`src/rtl/mem_copy_if.sv`:
```
// Control and memory-port bundle for mem_copy_engine.
// The engine takes the master view: it receives the copy request and drives
// the memory port. The slave view belongs to whoever issues requests and
// owns the memory.
interface mem_copy_if #(
   parameter int AW = 12,
   parameter int DW = 32
);
   logic          start;
   logic [AW-1:0] src;
   logic [AW-1:0] dst;
   logic [AW:0]   len;
   logic          busy;
   logic          done;
   logic [AW-1:0] mem_address;
   logic          mem_we;
   logic [DW-1:0] mem_datain;
   logic [DW-1:0] mem_dataout;

   modport master (
      input  start, src, dst, len, mem_dataout,
      output busy, done, mem_address, mem_we, mem_datain
   );

   modport slave (
      output start, src, dst, len, mem_dataout,
      input  busy, done, mem_address, mem_we, mem_datain
   );
endinterface

```
`src/rtl/mem_copy_engine.sv`:
```
// Block-copy initiator for a synchronous single-port memory.
// Each word takes one RD cycle and one WR cycle. The data read in RD comes
// back registered during WR and is wired straight to the write data, so the
// engine holds no data path of its own. Copies go in ascending order, which
// gives forward-copy semantics when the regions overlap.
module mem_copy_engine #(
   parameter int AW = 12,
   parameter int DW = 32
) (
   input logic        clk,
   input logic        rst,
   mem_copy_if.master bus
);

   typedef enum logic [1:0] {
      S_IDLE = 2'd0,
      S_RD   = 2'd1,
      S_WR   = 2'd2,
      S_DONE = 2'd3
   } state_t;

   state_t        state_q, state_d;
   logic [AW-1:0] src_q, src_d;
   logic [AW-1:0] dst_q, dst_d;
   logic [AW:0]   rem_q, rem_d;
   logic          busy_q, busy_d;
   logic          done_q, done_d;
   logic [DW-1:0] rd_data;

   // Next-state and request-latch logic; busy/done follow the next state so
   // they are registered and line up exactly with the state they describe.
   always_comb begin
      state_d = state_q;
      src_d   = src_q;
      dst_d   = dst_q;
      rem_d   = rem_q;
      case (state_q)
         S_IDLE: begin
            if (bus.start) begin
               if (bus.len != '0) begin
                  src_d   = bus.src;
                  dst_d   = bus.dst;
                  rem_d   = bus.len;
                  state_d = S_RD;
               end else begin
                  // Zero-length request completes without touching memory.
                  state_d = S_DONE;
               end
            end
         end
         S_RD: state_d = S_WR;
         S_WR: begin
            // Addresses wrap naturally at AW bits.
            src_d   = src_q + 1'b1;
            dst_d   = dst_q + 1'b1;
            rem_d   = rem_q - 1'b1;
            state_d = (rem_q == (AW+1)'(1)) ? S_DONE : S_RD;
         end
         S_DONE: state_d = S_IDLE;
         default: state_d = S_IDLE;
      endcase
      busy_d = (state_d == S_RD) || (state_d == S_WR);
      done_d = (state_d == S_DONE);
   end

   // State and latched request; reset drops everything to IDLE at once.
   always_ff @(posedge clk or posedge rst) begin
      if (rst) begin
         state_q <= S_IDLE;
         src_q   <= '0;
         dst_q   <= '0;
         rem_q   <= '0;
         busy_q  <= 1'b0;
         done_q  <= 1'b0;
      end else begin
         state_q <= state_d;
         src_q   <= src_d;
         dst_q   <= dst_d;
         rem_q   <= rem_d;
         busy_q  <= busy_d;
         done_q  <= done_d;
      end
   end

   // Memory port decode: purely from registers, so the address only moves at
   // clock edges, and write enable falls the moment reset clears the state.
   always_comb begin
      bus.mem_we      = 1'b0;
      bus.mem_address = '0;
      case (state_q)
         S_RD: bus.mem_address = src_q;
         S_WR: begin
            bus.mem_we      = 1'b1;
            bus.mem_address = dst_q;
         end
         default: ;
      endcase
   end

   assign rd_data        = bus.mem_dataout;
   assign bus.mem_datain = rd_data;
   assign bus.busy       = busy_q;
   assign bus.done       = done_q;

endmodule

```
`src/flat_wrapper.sv`:
```
// flat-port wrapper written by rule: the top's interface ports become plain ports
module mem_copy_engine_flat 
#(
   parameter int AW = 12,
   parameter int DW = 32
)
  (clk, rst, bus_start, bus_src, bus_dst, bus_len, bus_mem_dataout, bus_busy, bus_done, bus_mem_address, bus_mem_we, bus_mem_datain);
  mem_copy_if #(.AW(AW), .DW(DW)) bus_i ();
  input logic clk;
  input logic rst;
  input wire logic [$bits(bus_i.start)-1:0] bus_start;
  input wire logic [$bits(bus_i.src)-1:0] bus_src;
  input wire logic [$bits(bus_i.dst)-1:0] bus_dst;
  input wire logic [$bits(bus_i.len)-1:0] bus_len;
  input wire logic [$bits(bus_i.mem_dataout)-1:0] bus_mem_dataout;
  output wire logic [$bits(bus_i.busy)-1:0] bus_busy;
  output wire logic [$bits(bus_i.done)-1:0] bus_done;
  output wire logic [$bits(bus_i.mem_address)-1:0] bus_mem_address;
  output wire logic [$bits(bus_i.mem_we)-1:0] bus_mem_we;
  output wire logic [$bits(bus_i.mem_datain)-1:0] bus_mem_datain;
  assign bus_i.start = bus_start;
  assign bus_i.src = bus_src;
  assign bus_i.dst = bus_dst;
  assign bus_i.len = bus_len;
  assign bus_i.mem_dataout = bus_mem_dataout;
  assign bus_busy = bus_i.busy;
  assign bus_done = bus_i.done;
  assign bus_mem_address = bus_i.mem_address;
  assign bus_mem_we = bus_i.mem_we;
  assign bus_mem_datain = bus_i.mem_datain;
  mem_copy_engine #(.AW(AW), .DW(DW)) u_core (.clk(clk), .rst(rst), .bus(bus_i));
endmodule
```
`config.mk`:
```
export PLATFORM = sky130hd
export DESIGN_NAME = mem_copy_engine_flat
export DESIGN_NICKNAME = d
export VERILOG_FILES = /design/src/rtl/mem_copy_if.sv /design/src/rtl/mem_copy_engine.sv /design/src/flat_wrapper.sv
export SDC_FILE = /design/constraint.sdc
export NUM_CORES = 1
export LEC_CHECK = 0
export ABC_AREA = 1
export CORE_ASPECT_RATIO = 0.75
export CORE_MARGIN = 1
export CORE_UTILIZATION = 47
export CTS_BUF_LIST = sky130_fd_sc_hd__clkbuf_4 sky130_fd_sc_hd__clkbuf_8
export CTS_CLUSTER_DIAMETER = 120
export DETAILED_ROUTE_END_ITERATION = 16
export PLACE_DENSITY = 0.84
export REMOVE_ABC_BUFFERS = 1
export SYNTH_ARGS = -nofsm -noshare
export SYNTH_HDL_FRONTEND = slang
export SYNTH_SLANG_ARGS = --single-unit
```
`constraint.sdc`:
```
create_clock -name clk -period 2.04 [get_ports clk]
set_input_delay 0.204 -clock clk [delete_from_list [all_inputs] [get_ports clk]]
set_output_delay 0.204 -clock clk [all_outputs]
set_load 0.005 [all_outputs]
```
# After elaboration in Yosys (flattened, before gate mapping)
# Cells that the tools add are included.
# op_classes
n_mux	15
reduce_logical	5
addsub	3
eq_ne	9
# ops
op	n
12-bit one-hot mux with 2 select lines	3
12-bit two-way mux	4
13-bit two-way mux	2
13-bit one-hot mux with 2 select lines	1
12-bit by 1-bit adder with 12-bit output (second input constant)	2
13-bit by 1-bit equality test with 1-bit output (second input constant)	1
13-bit nonzero test	1
13-bit by 1-bit subtractor with 13-bit output (second input constant)	1
2-bit equality test (second input constant)	4
2-bit one-hot mux with 4 select lines	1
2-bit two-way mux	3
2-bit by 1-bit equality test with 1-bit output (second input constant)	2
3-bit AND reduction	1
2-bit logical NOT	1
2-bit by 1-bit != test with 1-bit output (second input constant)	1
2-bit != test (second input constant)	1
2-bit nonzero test	1
1-bit logical OR	1
1-bit two-way mux	1
# totals
output_inout_bits	47
register_bits	41
in_bits	72

# Logic depth before layout (Yosys ltp)
# logic_depth
word_depth	6
mapped_depth	12

# Least setup slack after synthesis
# OpenSTA, ideal clock, no wires.
# synth_path
kind	flip-flop to flip-flop
startpoint	register u_core.state_q[0]
endpoint	register u_core.busy_q, in the netlist u_core.bus.busy
stages_incl_launch_ff	10
t_required_ps	1914
slack_ps	201
period_less_slack_ps	1839
setup_time_ps	126
arrival_ps	1713
n_path_buf	2
cell_sequence	dfrtp_1 -> inv_1 -> ha_1 -> buf_4 -> clkbuf_1 -> nand2_1 -> nor2_1 -> a31oi_1 -> o21ai_0 -> ha_1
# synth_between
elab_chain_len	4
# synth_rtl
item	line	text
from (decl)	mem_copy_engine.sv:22	state_t state_q, state_d;
from (signal assigned)	mem_copy_engine.sv:76	state_q <= state_d;
2-bit equality test (tied with other cells)	mem_copy_engine.sv:37	case (state_q)
2-bit one-hot mux with 4 select lines *	mem_copy_engine.sv:37	
via u_core.state_d[1]	mem_copy_engine.sv:22	
2-bit by 1-bit equality test with 1-bit output or 2-bit equality test (tied branches)	mem_copy_engine.sv:62	busy_d = (state_d == S_RD) || (state_d == S_WR);
1-bit logical OR *	mem_copy_engine.sv:62	
via u_core.busy_d	mem_copy_engine.sv:26	logic busy_q, busy_d;
to (signal assigned)	mem_copy_engine.sv:80	busy_q <= busy_d;
to (decl)	mem_copy_engine.sv:26	
# Mark *: on every way through the listed nets, which the timed path passes. The rest lies on a longest branch.
# A chain may end at the register's enable or synchronous reset.

# Final worst setup path
# layout_path
startpoint	register u_core.state_q[0]
endpoint	output port bus_mem_address[1]
# layout_between
elab_chain_len	2
# layout_rtl
item	line	text
2-bit equality test or 2-bit by 1-bit equality test with 1-bit output (tied branches)	mem_copy_engine.sv:90	case (state_q)
12-bit one-hot mux with 2 select lines *	mem_copy_engine.sv:90	
to (decl)	flat_wrapper.sv:18	output wire logic [$bits(bus_i.mem_address)-1:0] bus_mem_address;
# Every way passes the cells marked *; elsewhere a longest branch is shown, timed or not.

==> results.json <==
{
  "status": "finished clean",
  "maxSlewViolCount": 0,
  "dp_cells": 603,
  "relSlewSlack_pct": 62.6,
  "power.density_mw_per_mm2": 1420,
  "hold_class": "input pin to asynchronous set/reset pin",
  "layout.nets": 618,
  "area_delta_synth_final_pct": 18.0,
  "clock-sinks": 41,
  "worstSetupPathType": "flop to output pin",
  "dp_hpwl_um": 6920,
  "required_ps": 1840,
  "core_mm2": 0.00680,
  "antenna_found_initial": 0,
  "synth_area_leaders": "dfrtp_1, nand2_1, nand3_1",
  "drcViolationCount": 0,
  "period_needed_ps": 1970,
  "cts_root_buf": "clkbuf_8",
  "cp-start-kind": "flop",
  "die_w_um": 98.9,
  "globalplace.congestion": 0.859,
  "clock_tree.buffer_depth": 2,
  "grt_usage_pct": 28.6,
  "cts-htree-levels": 2,
  "drt-met1-wl_um": 4350,
  "met3WireLength_um": 1350,
  "yosys_register_bits": 41,
  "ant_nets": 0,
  "cellLeakagePower_nw": 1.92,
  "initial_utilization_pct": 48.7,
  "fin_skew_ps": 12.6,
  "clkLatencyLatePin_ps": 310,
  "die_y_um": 74.7,
  "ys_types": 29,
  "finalNonFillerCells": 622,
  "vdd_drop_max_mv": 0.766,
  "io_buffers": 54,
  "post_drt_wl_per_cell_um": 16.5,
  "vias": 3493,
  "cp-end-kind": "output pin",
  "cp.arrival_ps": 1770,
  "path_clk_slew_ps": 90,
  "rows": 26,
  "synth_top_area_share_pct": 31.0,
  "cts_tree": "yes",
  "clock.fmax_ghz": 0.507,
  "worst-slew-pin-transition_ps": 561,
  "cts_buffers": 5,
  "io_pins": 119,
  "critPathMaxFanout": 6,
  "grt_max_degree": 49,
  "fillers": 620,
  "setup_tns_ps": 0,
  "syn_area_per_cell_um2": 6.49,
  "synth.largest_area_cell": "dfrtp_1",
  "n_antenna_cell": 0,
  "top_layer_used": "met4",
  "multiInputGateArea_mm2": 0.00184,
  "setup_viol": 0,
  "dieArea_mm2": 0.00738,
  "placement.cell_area_mm2": 0.00367,
  "rsz0062_at_grt": "no",
  "power.total_w": 0.00553,
  "drtPass1Iterations": 5,
  "layout-drive-gt1-share_pct": 11.5,
  "synth-seq-area-share_pct": 31.0,
  "timing.final.crit_share_pct": 96.7,
  "final_area_mm2": 0.00390,
  "seqCellArea_mm2": 0.00103,
  "grt_pass1_vias": 3232,
  "viasPerCell": 5.62,
  "synth_area_mm2": 0.00331,
  "dr_wl_met2_um": 4320,
  "synthCells": 510,
  "layout_common_cells": "nand2_1, nand3_1, clkdlybuf4s50_1",
  "cap_violations": 0,
  "grt_overflow_total": 0,
  "yosysWarningCount": 0,
  "grt_pass1_wl_um": 16100,
  "drt_iter0_drc": 307,
  "hold_violations": 0,
  "routed_wl_um": 10200,
  "final_common_cell": "nand2_1"
}
## critical path, cell delays in order, from the launching register on
cell and delay [ps]:
dfrtp_1 380, inv_2 80, ha_4 310, clkinvlp_4 170, buf_4 180, a21oi_2 90, dlygate4sd2_1 240
## kinds of logic after synthesis
logic type	synth area share, %
DFF	31.0
and+or+nand+nor	41.9
AOI/OAI and AO/OA	7.60
xor gates and xnor gates	0.794
buffers and inverters	15.2
adders and majority gates	3.40
## cell type report
class	instances	share of cell area, %
Clock buffer	5	1.76
Clock inverter	3	0.449
Tap cell	84	2.69
Multi-Input combinational cell	379	47.0
Inverter	37	3.72
Sequential cell	41	26.3
Timing Repair inverter	1	0.192
Timing Repair Buffer	72	17.9
## repair_timing
action | 4_1_cts | 5_1_grt
buffers inserted | 10 | 0
gates resized for setup | 29 | 6
gates cloned | 2 | 0
pin swaps | 3 | 0
hold buffers | 0 | 0
endpoints found under the setup margin | 13 | 5
## report_power, final
| part | switching [W] | internal (W) |
|---|---|---|
| registers | 0.000488 | 0.00122 |
| logic | 0.00192 | 0.00134 |
| clock network | 0.000329 | 0.000237 |
## sequential cells by signal, indices dropped and copies added (netlist names)
register and flops:
u_core.src_q 12, u_core.dst_q 12, u_core.bus.done 1, u_core.rem_q 13, u_core.state_q 2, u_core.bus.busy 1
## cell usage after synthesis, drive strengths merged
library cell and instances:
a21oi 16, o21a 1, a31oi 1, nor2 35, buf 42, xor2 3, clkbuf 11, nand3 70
o31ai 3, nor3 4, ha 9, o21ai 24, nand2 191, nand4 4, or2 13, nand3b 2
inv 37, a21boi 1, dfrtp 41, nor3b 1, o211ai 1
## layer usage
| metal | track usage [%] | vias up |
|---|---|---|
| li1 | - | 1644 |
| met1 | 36.8 | 1611 |
| met2 | 43.1 | 212 |
| met3 | 13.1 | 26 |
| met4 | 8.62 | 0 |
| met5 | 3.21 | - |
## path summary, 6_finish.rpt
path	cells after the start	to	slack, ps	start
worst max-delay path	6	bus_mem_address[1]	70	u_core.state_q[0]$_DFF_PP0_
worst max register to register	9	u_core.rem_q[12]$_DFFE_PP0P_	140	u_core.state_q[0]$_DFF_PP0_
worst min register to register	2	u_core.rem_q[12]$_DFFE_PP0P_	540	u_core.rem_q[12]$_DFFE_PP0P_
worst min-delay path	3	u_core.rem_q[6]$_DFFE_PP0P_	340	rst
max in group asynchronous	3	u_core.dst_q[1]$_DFFE_PP0P_	1310	rst
min in group clk	0	bus_mem_datain[11]	410	bus_mem_dataout[11]
## metrics by stage
step | hold slack, ps | utilization, % | worst slack (ps)
floorplan | 399 | - | -1180
global placement | 408 | 53.9 | 100
CTS | 359 | 57.5 | 25.8
detailed placement | 408 | 53.9 | 78.5
global route | 406 | 57.4 | 10.2
finish | 343 | 57.4 | 67.1
No activity file was read; power rests on OpenSTA's default activity.
